===== src/rtl/slot_pkg.sv =====
// Shared types for the slot spin controller: FSM state encoding and reel values.
package slot_pkg;

  typedef enum logic [2:0] {
    ST_IDLE,
    ST_SPIN,
    ST_WAIT,
    ST_EVAL,
    ST_PAYOUT
  } state_e;

  typedef logic [2:0] reel_t;

  localparam reel_t REEL_SEVEN = 3'd7;

endpackage


===== src/rtl/slot_payout_eval.sv =====
// Combinational payout classifier: jackpot / triple / pair / nothing, times the bet,
// with the product formed four bits wider than the credit bus and then clamped.
module slot_payout_eval
  import slot_pkg::*;
#(
  parameter int CREDIT_W     = 8,
  parameter int JACKPOT_MULT = 10,
  parameter int TRIPLE_MULT  = 5,
  parameter int PAIR_MULT    = 2
) (
  input  reel_t               reel1,
  input  reel_t               reel2,
  input  reel_t               reel3,
  input  logic [1:0]          bet,
  output logic [CREDIT_W-1:0] payout,
  output logic                win,
  output logic                jackpot
);

  localparam int PW = CREDIT_W + 4;
  localparam logic [PW-1:0] MAX_CREDIT = {4'b0000, {CREDIT_W{1'b1}}};

  logic          triple;
  logic          pair;
  logic [PW-1:0] mult;
  logic [PW-1:0] prod;

  always_comb begin
    triple  = (reel1 == reel2) && (reel2 == reel3);
    pair    = !triple && ((reel1 == reel2) || (reel2 == reel3) || (reel1 == reel3));
    jackpot = triple && (reel1 == REEL_SEVEN);
    mult    = '0;
    if (jackpot)     mult = PW'(JACKPOT_MULT);
    else if (triple) mult = PW'(TRIPLE_MULT);
    else if (pair)   mult = PW'(PAIR_MULT);
    prod = mult * {{(PW-2){1'b0}}, bet};
    if (prod > MAX_CREDIT) payout = {CREDIT_W{1'b1}};
    else                   payout = prod[CREDIT_W-1:0];
    win = (payout != '0);
  end

endmodule


===== src/rtl/slot_spin_ctrl.sv =====
// Slot machine spin sequencer: debit, strobe the reel generator, evaluate, pay out.
// Optional spin/win statistics counters are built when SLOT_STATS_EN is defined.
module slot_spin_ctrl
  import slot_pkg::*;
#(
  parameter int CREDIT_W     = 8,
  parameter int INIT_CREDITS = 10,
  parameter int JACKPOT_MULT = 10,
  parameter int TRIPLE_MULT  = 5,
  parameter int PAIR_MULT    = 2
) (
  input  logic                clk,
  input  logic                reset,
  input  logic                coin_in,
  input  logic                spin_req,
  input  logic [1:0]          bet,
  input  reel_t               rng1,
  input  reel_t               rng2,
  input  reel_t               rng3,
  output logic                rng_press,
  output reel_t               reel1,
  output reel_t               reel2,
  output reel_t               reel3,
  output logic [CREDIT_W-1:0] credits,
  output logic [CREDIT_W-1:0] payout,
  output logic                win,
  output logic                jackpot,
  output logic                busy,
  output logic                done
`ifdef SLOT_STATS_EN
  ,
  output logic [15:0]         spin_count,
  output logic [15:0]         win_count
`endif
);

  localparam int SW = CREDIT_W + 2;
  localparam logic [SW-1:0] MAX_CREDIT = {2'b00, {CREDIT_W{1'b1}}};

  state_e              state_q, state_d;
  logic [CREDIT_W-1:0] credits_q, credits_d;
  logic [1:0]          bet_q, bet_d;
  reel_t               reel1_q, reel1_d, reel2_q, reel2_d, reel3_q, reel3_d;
  logic [CREDIT_W-1:0] payout_q, payout_d;
  logic                win_q, win_d, jackpot_q, jackpot_d;
  logic                rng_press_q, rng_press_d;
  logic                busy_q, busy_d, done_q, done_d;

  logic [1:0]          eff_bet;
  logic [CREDIT_W-1:0] eval_payout;
  logic                eval_win, eval_jackpot;
  logic [CREDIT_W-1:0] add_amt;
  logic [1:0]          sub_amt;
  logic [SW-1:0]       credit_sum;

  slot_payout_eval #(
    .CREDIT_W     (CREDIT_W),
    .JACKPOT_MULT (JACKPOT_MULT),
    .TRIPLE_MULT  (TRIPLE_MULT),
    .PAIR_MULT    (PAIR_MULT)
  ) u_eval (
    .reel1   (rng1),
    .reel2   (rng2),
    .reel3   (rng3),
    .bet     (bet_q),
    .payout  (eval_payout),
    .win     (eval_win),
    .jackpot (eval_jackpot)
  );

  always_comb begin
    eff_bet     = (bet == 2'd0) ? 2'd1 : bet;
    state_d     = state_q;
    bet_d       = bet_q;
    reel1_d     = reel1_q;
    reel2_d     = reel2_q;
    reel3_d     = reel3_q;
    payout_d    = payout_q;
    win_d       = win_q;
    jackpot_d   = jackpot_q;
    add_amt     = '0;
    sub_amt     = '0;

    case (state_q)
      ST_IDLE: begin
        if (spin_req && (credits_q >= CREDIT_W'(eff_bet))) begin
          state_d   = ST_SPIN;
          sub_amt   = eff_bet;
          bet_d     = eff_bet;
          payout_d  = '0;
          win_d     = 1'b0;
          jackpot_d = 1'b0;
        end
      end
      ST_SPIN: state_d = ST_WAIT;
      // WAIT covers the generator's register stage; its outputs are settled by EVAL.
      ST_WAIT: state_d = ST_EVAL;
      ST_EVAL: begin
        state_d   = ST_PAYOUT;
        reel1_d   = rng1;
        reel2_d   = rng2;
        reel3_d   = rng3;
        payout_d  = eval_payout;
        win_d     = eval_win;
        jackpot_d = eval_jackpot;
      end
      ST_PAYOUT: begin
        state_d = ST_IDLE;
        add_amt = payout_q;
      end
      default: state_d = ST_IDLE;
    endcase

    // Debit never exceeds the balance, so the only clamp needed is at the top.
    credit_sum = {2'b00, credits_q} + {{(SW-1){1'b0}}, coin_in}
               + {2'b00, add_amt} - {{(SW-2){1'b0}}, sub_amt};
    credits_d  = (credit_sum > MAX_CREDIT) ? {CREDIT_W{1'b1}} : credit_sum[CREDIT_W-1:0];

    rng_press_d = (state_d == ST_SPIN);
    busy_d      = (state_d != ST_IDLE);
    done_d      = (state_d == ST_PAYOUT);
  end

`ifdef SLOT_STATS_EN
  logic [15:0] spin_count_q, spin_count_d;
  logic [15:0] win_count_q, win_count_d;

  always_comb begin
    spin_count_d = spin_count_q;
    win_count_d  = win_count_q;
    if (state_q == ST_IDLE && state_d == ST_SPIN) spin_count_d = spin_count_q + 16'd1;
    if (state_q == ST_PAYOUT && win_q)            win_count_d  = win_count_q + 16'd1;
  end

  always_ff @(posedge clk or negedge reset) begin
    if (!reset) begin
      spin_count_q <= '0;
      win_count_q  <= '0;
    end else begin
      spin_count_q <= spin_count_d;
      win_count_q  <= win_count_d;
    end
  end

  assign spin_count = spin_count_q;
  assign win_count  = win_count_q;
`endif

  always_ff @(posedge clk or negedge reset) begin
    if (!reset) begin
      state_q     <= ST_IDLE;
      credits_q   <= CREDIT_W'(INIT_CREDITS);
      bet_q       <= '0;
      reel1_q     <= '0;
      reel2_q     <= '0;
      reel3_q     <= '0;
      payout_q    <= '0;
      win_q       <= 1'b0;
      jackpot_q   <= 1'b0;
      rng_press_q <= 1'b0;
      busy_q      <= 1'b0;
      done_q      <= 1'b0;
    end else begin
      state_q     <= state_d;
      credits_q   <= credits_d;
      bet_q       <= bet_d;
      reel1_q     <= reel1_d;
      reel2_q     <= reel2_d;
      reel3_q     <= reel3_d;
      payout_q    <= payout_d;
      win_q       <= win_d;
      jackpot_q   <= jackpot_d;
      rng_press_q <= rng_press_d;
      busy_q      <= busy_d;
      done_q      <= done_d;
    end
  end

  assign rng_press = rng_press_q;
  assign reel1     = reel1_q;
  assign reel2     = reel2_q;
  assign reel3     = reel3_q;
  assign credits   = credits_q;
  assign payout    = payout_q;
  assign win       = win_q;
  assign jackpot   = jackpot_q;
  assign busy      = busy_q;
  assign done      = done_q;

endmodule


===== config.mk =====
export PLATFORM = sky130hd
export DESIGN_NAME = slot_spin_ctrl
export DESIGN_NICKNAME = d
export VERILOG_FILES = /design/src/rtl/slot_pkg.sv /design/src/rtl/slot_payout_eval.sv /design/src/rtl/slot_spin_ctrl.sv
export SDC_FILE = /design/constraint.sdc
export NUM_CORES = 1
export LEC_CHECK = 0
export ABC_AREA = 1
export CAP_MARGIN = 20
export CORE_MARGIN = 2
export CORE_UTILIZATION = 45
export DETAILED_ROUTE_END_ITERATION = 8
export PLACE_DENSITY = 0.72
export SLEW_MARGIN = 20
export SYNTH_ARGS = -nofsm -noshare
export SYNTH_HDL_FRONTEND = slang
export SYNTH_SLANG_ARGS = --single-unit

===== constraint.sdc =====
create_clock -name clk -period 6.25 [get_ports clk]
set_clock_uncertainty 0.15 [all_clocks]
set_input_delay 1.5625 -clock clk [delete_from_list [all_inputs] [get_ports clk]]
set_output_delay 1.5625 -clock clk [all_outputs]
set_load 0.01 [all_outputs]

==> results.yml, run 1 <==
floorplanning:
  fp.dieArea_um2: 5431
  core_um2: 4692
  num_rows: 25
  start_util: 0.4659
  die_x_um: 73.70
  dieHeight_um: 73.70
  num_io_pins: 45
cts:
  root_buffer: "clkbuf_8"
  cts.path.max_buffers: 2
  cts_tree: "done"
  hold_buffers: 0
  clkSinkCount: 33
  clk_pin_slew_ns: 0.07
  cts_buffers: 5
  insertion_delay_ns: 0.28
  cts_htree_levels: 2
  cts_setup_buffers: 0
  post_cts_resized: 0
yosys:
  yosys.area_share.adder: 0.1454
  synth_seq_cells: 33
  synthCells: 274
  synth_ff_type: "dfrtp_1"
  synth_top_family_by_area: "simple AND/OR/NAND/NOR gates"
  ys_types: 30
  synth_edf_count: 0
  yosys.area_share.xor_xnor: 0.04808
  syn_avg_cell_area_um2: 7.978
  async_reset_ff_frac: 1.000
  synth_area_leader_cell: "dfrtp_1"
  synth_warnings: 0
  yosys.area_share.simple: 0.2524
  synth-seq-area-share: 0.3789
  ys_top_cells_by_area: "dfrtp_1 (35%), nand2_1 (12%), ha_1 (11%), inv_1 (8.2%), nand3_1 (4.1%)"
  yosys.area.top_type_share: 0.3549
  synth_compound_area_frac: 0.07441
  synth_mux_area_frac: 0
  synthesis.area_um2: 2186
run:
  drv_cap: 0
detailed_routing:
  viasPerCell: 4.915
  first_iter_violations: 66
  wl_per_cell_um: 12.18
  post-route-drc-count: 0
  drt_first_pass_iters: 4
  postRouteWirelength_um: 4580
  postRouteAntennaNets: 0
  num_vias: 1848
sta:
  fmax_mhz: 191.4
  setup_viol: 0
  tns_ns: 0
  slew_violations: 0
  layout_min_cycle_time_ns: 5.225
  finalCritPeriodShare: 0.8360
  rsz0062_at_grt: "no"
  finalHoldViolCount: 0
worst_setup_path:
  reg2regPathDepth: 20
  crit_arrival_ns: 5.24
  r2r-start: "credits[7]"
  end_kind: "flip-flop"
  crit_start: "bet[1]"
  path_cells: "clkdlybuf4s50_1, inv_1, nor2_1, inv_1, ha_1, nor2_1, nor2_1, nand2_1, nand2_1, nand3_1, nand3_2, inv_2, nand2_2, fa_1, inv_1, fa_1, o21ai_2, nand2_1, nor2_2, nand2_2, nand3_2, nand2_2, nor2_4, nand2_1"
  crit_path_max_fanout: 9
  crit_type: "primary input to flip-flop"
  cpPeakStageDelay_ns: 0.54
  critPathLaunchType: "primary input"
  cp_data_required_time_ns: 6.26
  slowest_stage: "fa_1"
  crit_top_cell: "nand2_1"
global_routing:
  grt_pass1_vias: 1817
  grt_usage: 0.1902
  grt_remaining_overflow: 0
  antenna_found_initial: 0
  grt_max_degree: 34
  grt_first_pass_wirelength_um: 7990
final_layout:
  layout.nets: 359
  final_cell_mix: "nand2_1 (68), inv_1 (48), clkdlybuf4s50_1 (42)"
  layout-drive-gt1-share: 0.08075
  layout_commonest_cell: "nand2_1"
  nFillCells: 450
  antenna_cells: 0
  areaGrowthSynthToFinish_pct: 27.02
power:
  power.total_mw: 1.330
  pwr_density_cell_nw_per_um2: 479.0
  vdd_drop_max_mv: 0.2393
  leakagePower_nw: 1.438
placed_design:
  place.gp.congestion: 0.8288
  port_buffers: 42
  hpwlAfterDp_um: 3686
min_path:
  hold_depth: 1
  hold_path_class: "flip-flop to flip-flop"
  hold_start: "state_q[0]"
run_status:
  outcome: "completed"
==> cells in the mapped netlist, drive strengths merged (4+ instances only) <==
cell type	n
nor2	26
inv	51
a21oi	7
xor2	5
dfrtp	31
nand3	20
nand2	71
ha	19
fa	4
buf	4
xnor2	7
o21ai	13
==> power breakdown <==
group          switching (mW)  internal (mW)  leakage [nW]
Combinational           0.424          0.331         0.975
Sequential             0.0570          0.309         0.404
Clock                  0.0792          0.130        0.0585
Total                   0.560          0.770          1.44
==> layer usage <==
| metal | part of all wire | vias up | GRT usage |
|---|---|---|---|
| li1 | - | 941 | - |
| met1 | 0.45 | 853 | 0.2374 |
| met2 | 0.48 | 49 | 0.3254 |
| met3 | 0.053 | 5 | 0.05075 |
| met4 | 0.011 | 0 | 0.04848 |
| met5 | 0 | - | 0 |
==> through the flow <==
stage               std cells  hold WS, ns  worst slack (ns)  cell area [µm²]    util
global route              376       0.3531            0.6353             2776  0.5917
global placement          368       0.2984            0.8772             2660  0.5669
floorplan                 275       0.2848             1.611             2190       -
detailed placement        368       0.3071            0.7229             2660  0.5669
CTS                       376       0.3147            0.9880             2776  0.5917
finish                    376       0.3174             1.025             2776  0.5917
==> critical path: cells and delay by family <==
family	cells	cell delay [ns]
adder cells (fa/ha/maj)	3	1.18
AO/OA/AOI/OAI	1	0.19
AND/OR/NAND/NOR	15	1.46
buffers and inverters	5	0.82
==> logic make-up after synthesis <==
family | after synthesis
and+or+nand+nor | 122
AOI/OAI and AO/OA | 28
other | 1
DFF | 33
adders and majority gates | 23
xor gates and xnor gates | 12
buffers and inverters | 55
==> state kept, by name, summed over array words and instances (netlist names) <==
register	cells
reel2	3
jackpot	1
bet_q	2
payout	6
done	1
reel3	3
state_q	3
credits	8
reel1	3
rng_press	1
busy	1
win	1
==> cell type report <==
type	count	area, µm²	area share
Clock buffer	7	86.33	0.03110
Clock inverter	1	30.03	0.01082
Inverter	51	191.4	0.06895
Multi-Input combinational cell	187	1145	0.4123
Sequential cell	33	828.3	0.2983
Tap cell	54	67.56	0.02434
Timing Repair Buffer	43	427.9	0.1541
==> worst paths after layout <==
path / endpoint / slack (ns)
max: credits[6] / 1.03
min: state_q[0] / 0.32
max reg2reg: credits[6] / 2.45
min reg2reg: state_q[0] / 0.32
max in group asynchronous: credits[3] / 4.07
min in group asynchronous: credits[7] / 1.54
(Power assumes the default switching activity.)
==> run 2: changes to the inputs <==
==> constraint.sdc (replaced) <==
create_clock -name clk -period 4.9 [get_ports clk]
set_clock_uncertainty 0.15 [all_clocks]
set_input_delay 1.225 -clock clk [delete_from_list [all_inputs] [get_ports clk]]
set_output_delay 1.225 -clock clk [all_outputs]
set_load 0.01 [all_outputs]
==> results.yml, run 2 (same netlist as run 1, synthesis figures left out) <==
run_status:
  outcome: "completed"
cts:
  root_buffer: "clkbuf_8"
  cts_htree_levels: 2
  cts_buffers: 5
  insertion_delay_ns: 0.29
  cts.path.max_buffers: 2
  clkSinkCount: 33
  cts_tree: "done"
  clk_pin_slew_ns: 0.07
power:
  pwr-share-seq: 0.272
  sw_frac_of_total: 0.4176
  combPwrFrac: 0.574
  vdd_drop_max_mv: 0.3412
  pwr_density_cell_nw_per_um2: 609.6
  p_clk_frac: 0.154
  power.internal_uw: 999.9
  power.total_mw: 1.717
  p_sw_uw: 717.0
  leakagePower_nw: 1.460
min_path:
  hold_path_class: "flip-flop to flip-flop"
floorplanning:
  core_um2: 4692
  fp.dieArea_um2: 5431
  die_x_um: 73.70
  start_util: 0.4659
  dieHeight_um: 73.70
  num_io_pins: 45
  num_rows: 25
sta:
  slew_violations: 0
  finalCritPeriodShare: 0.9382
  setup_viol: 0
  rsz0062_at_grt: "no"
  fmax_mhz: 217.5
  layout_min_cycle_time_ns: 4.597
  finalHoldViolCount: 0
worst_setup_path:
  path_delay_family: "simple AND/OR/NAND/NOR gates"
  cpPeakStageDelay_ns: 0.49
  path_buf_inv: 6
  crit_path_max_fanout: 8
  crit_type: "primary input to flip-flop"
  slowest_stage: "clkdlybuf4s50_1"
  end_kind: "flip-flop"
  cp_data_required_time_ns: 4.91
  crit_arrival_ns: 4.61
  critPathLaunchType: "primary input"
global_routing:
  antenna_found_initial: 0
  grt_pass1_vias: 1803
  grt_usage: 0.1914
  grt_max_degree: 34
  grt_remaining_overflow: 0
  grt_first_pass_wirelength_um: 7886
final_layout:
  largest_register_ff_count: 8
  final_cell_mix: "nand2_1 (68), inv_1 (48), clkdlybuf4s50_1 (42)"
  layout.nets: 364
  final_cell_area_um2: 2816
  layout-drive-gt1-share: 0.09786
  layout_commonest_cell: "nand2_1"
  antenna_cells: 0
  nFillCells: 427
  final_core_util: 0.6003
  areaGrowthSynthToFinish_pct: 28.85
detailed_routing:
  postRouteWirelength_um: 4631
  post-route-drc-count: 0
  first_iter_violations: 49
  postRouteAntennaNets: 0
  viasPerCell: 4.895
  drt_first_pass_iters: 4
  wl_per_cell_um: 12.15
  num_vias: 1865
placed_design:
  place.gp.congestion: 0.8995
  dpl_cell_area_um2: 2698
  port_buffers: 42
  hpwlAfterDp_um: 3727
run:
  drv_cap: 0
[run 2: cell type report]
cell class              count  area (µm²)  area share
clock inverters             1       30.03     0.01066
flip-flops and latches     33       828.3      0.2941
well taps                  54       67.56     0.02399
inverters                  51       191.4     0.06797
clock buffers               7       86.33     0.03065
multi-input cells         187        1147      0.4074
repair buffers             48       465.4      0.1653
[run 2: final timing paths]
kind	slack, ns	depth (start not counted)	to	from
setup / recovery	0.30	26	credits[2]	bet[1]
hold / removal	0.32	1	state_q[0]	state_q[0]
setup reg to reg	1.36	23	credits[2]	credits[1]
hold reg to reg	0.32	1	state_q[0]	state_q[0]
max in group asynchronous	3.07	2	credits[1]	reset
min in group asynchronous	1.20	2	busy	reset
[run 2: stage by stage]
step | hold slack [ns] | std cells | setup WS (ns) | setup TNS (ns)
floorplan | 0.2848 | 275 | 0.5985 | 0
global placement | 0.3066 | 373 | 0.04185 | 0
detailed placement | 0.3126 | 373 | -0.07819 | -0.4190
CTS | 0.3229 | 381 | 0.2069 | 0
global route | 0.3394 | 381 | 0.01653 | 0
finish | 0.3186 | 381 | 0.3030 | 0
[run 2: what timing repair did]
| item | CTS | global route |
|---|---|---|
| endpoints found under the setup margin | 0 | 6 |
| hold buffers | 0 | 0 |
| buffers inserted | 0 | 0 |
| resized for setup | 0 | 1 |
[run 2: metal layers]
layer,vias up,share of wire,global-route usage
met3,7,0.050,0.05075
met4,0,0.013,0.05455
met2,38,0.48,0.3194
met5,-,0,0
met1,861,0.45,0.2439
li1,959,-,-
[run 2: power by group through the flow]
stage / Sequential (mW) / Combinational (mW) / Clock (mW)
global route: 0.479 / 1.13 / 0.281
finish: 0.467 / 0.985 / 0.265
floorplan: 0.500 / 0.610 / 0
detailed placement: 0.472 / 0.983 / 0
CTS: 0.468 / 0.993 / 0.267
global placement: 0.471 / 0.964 / 0
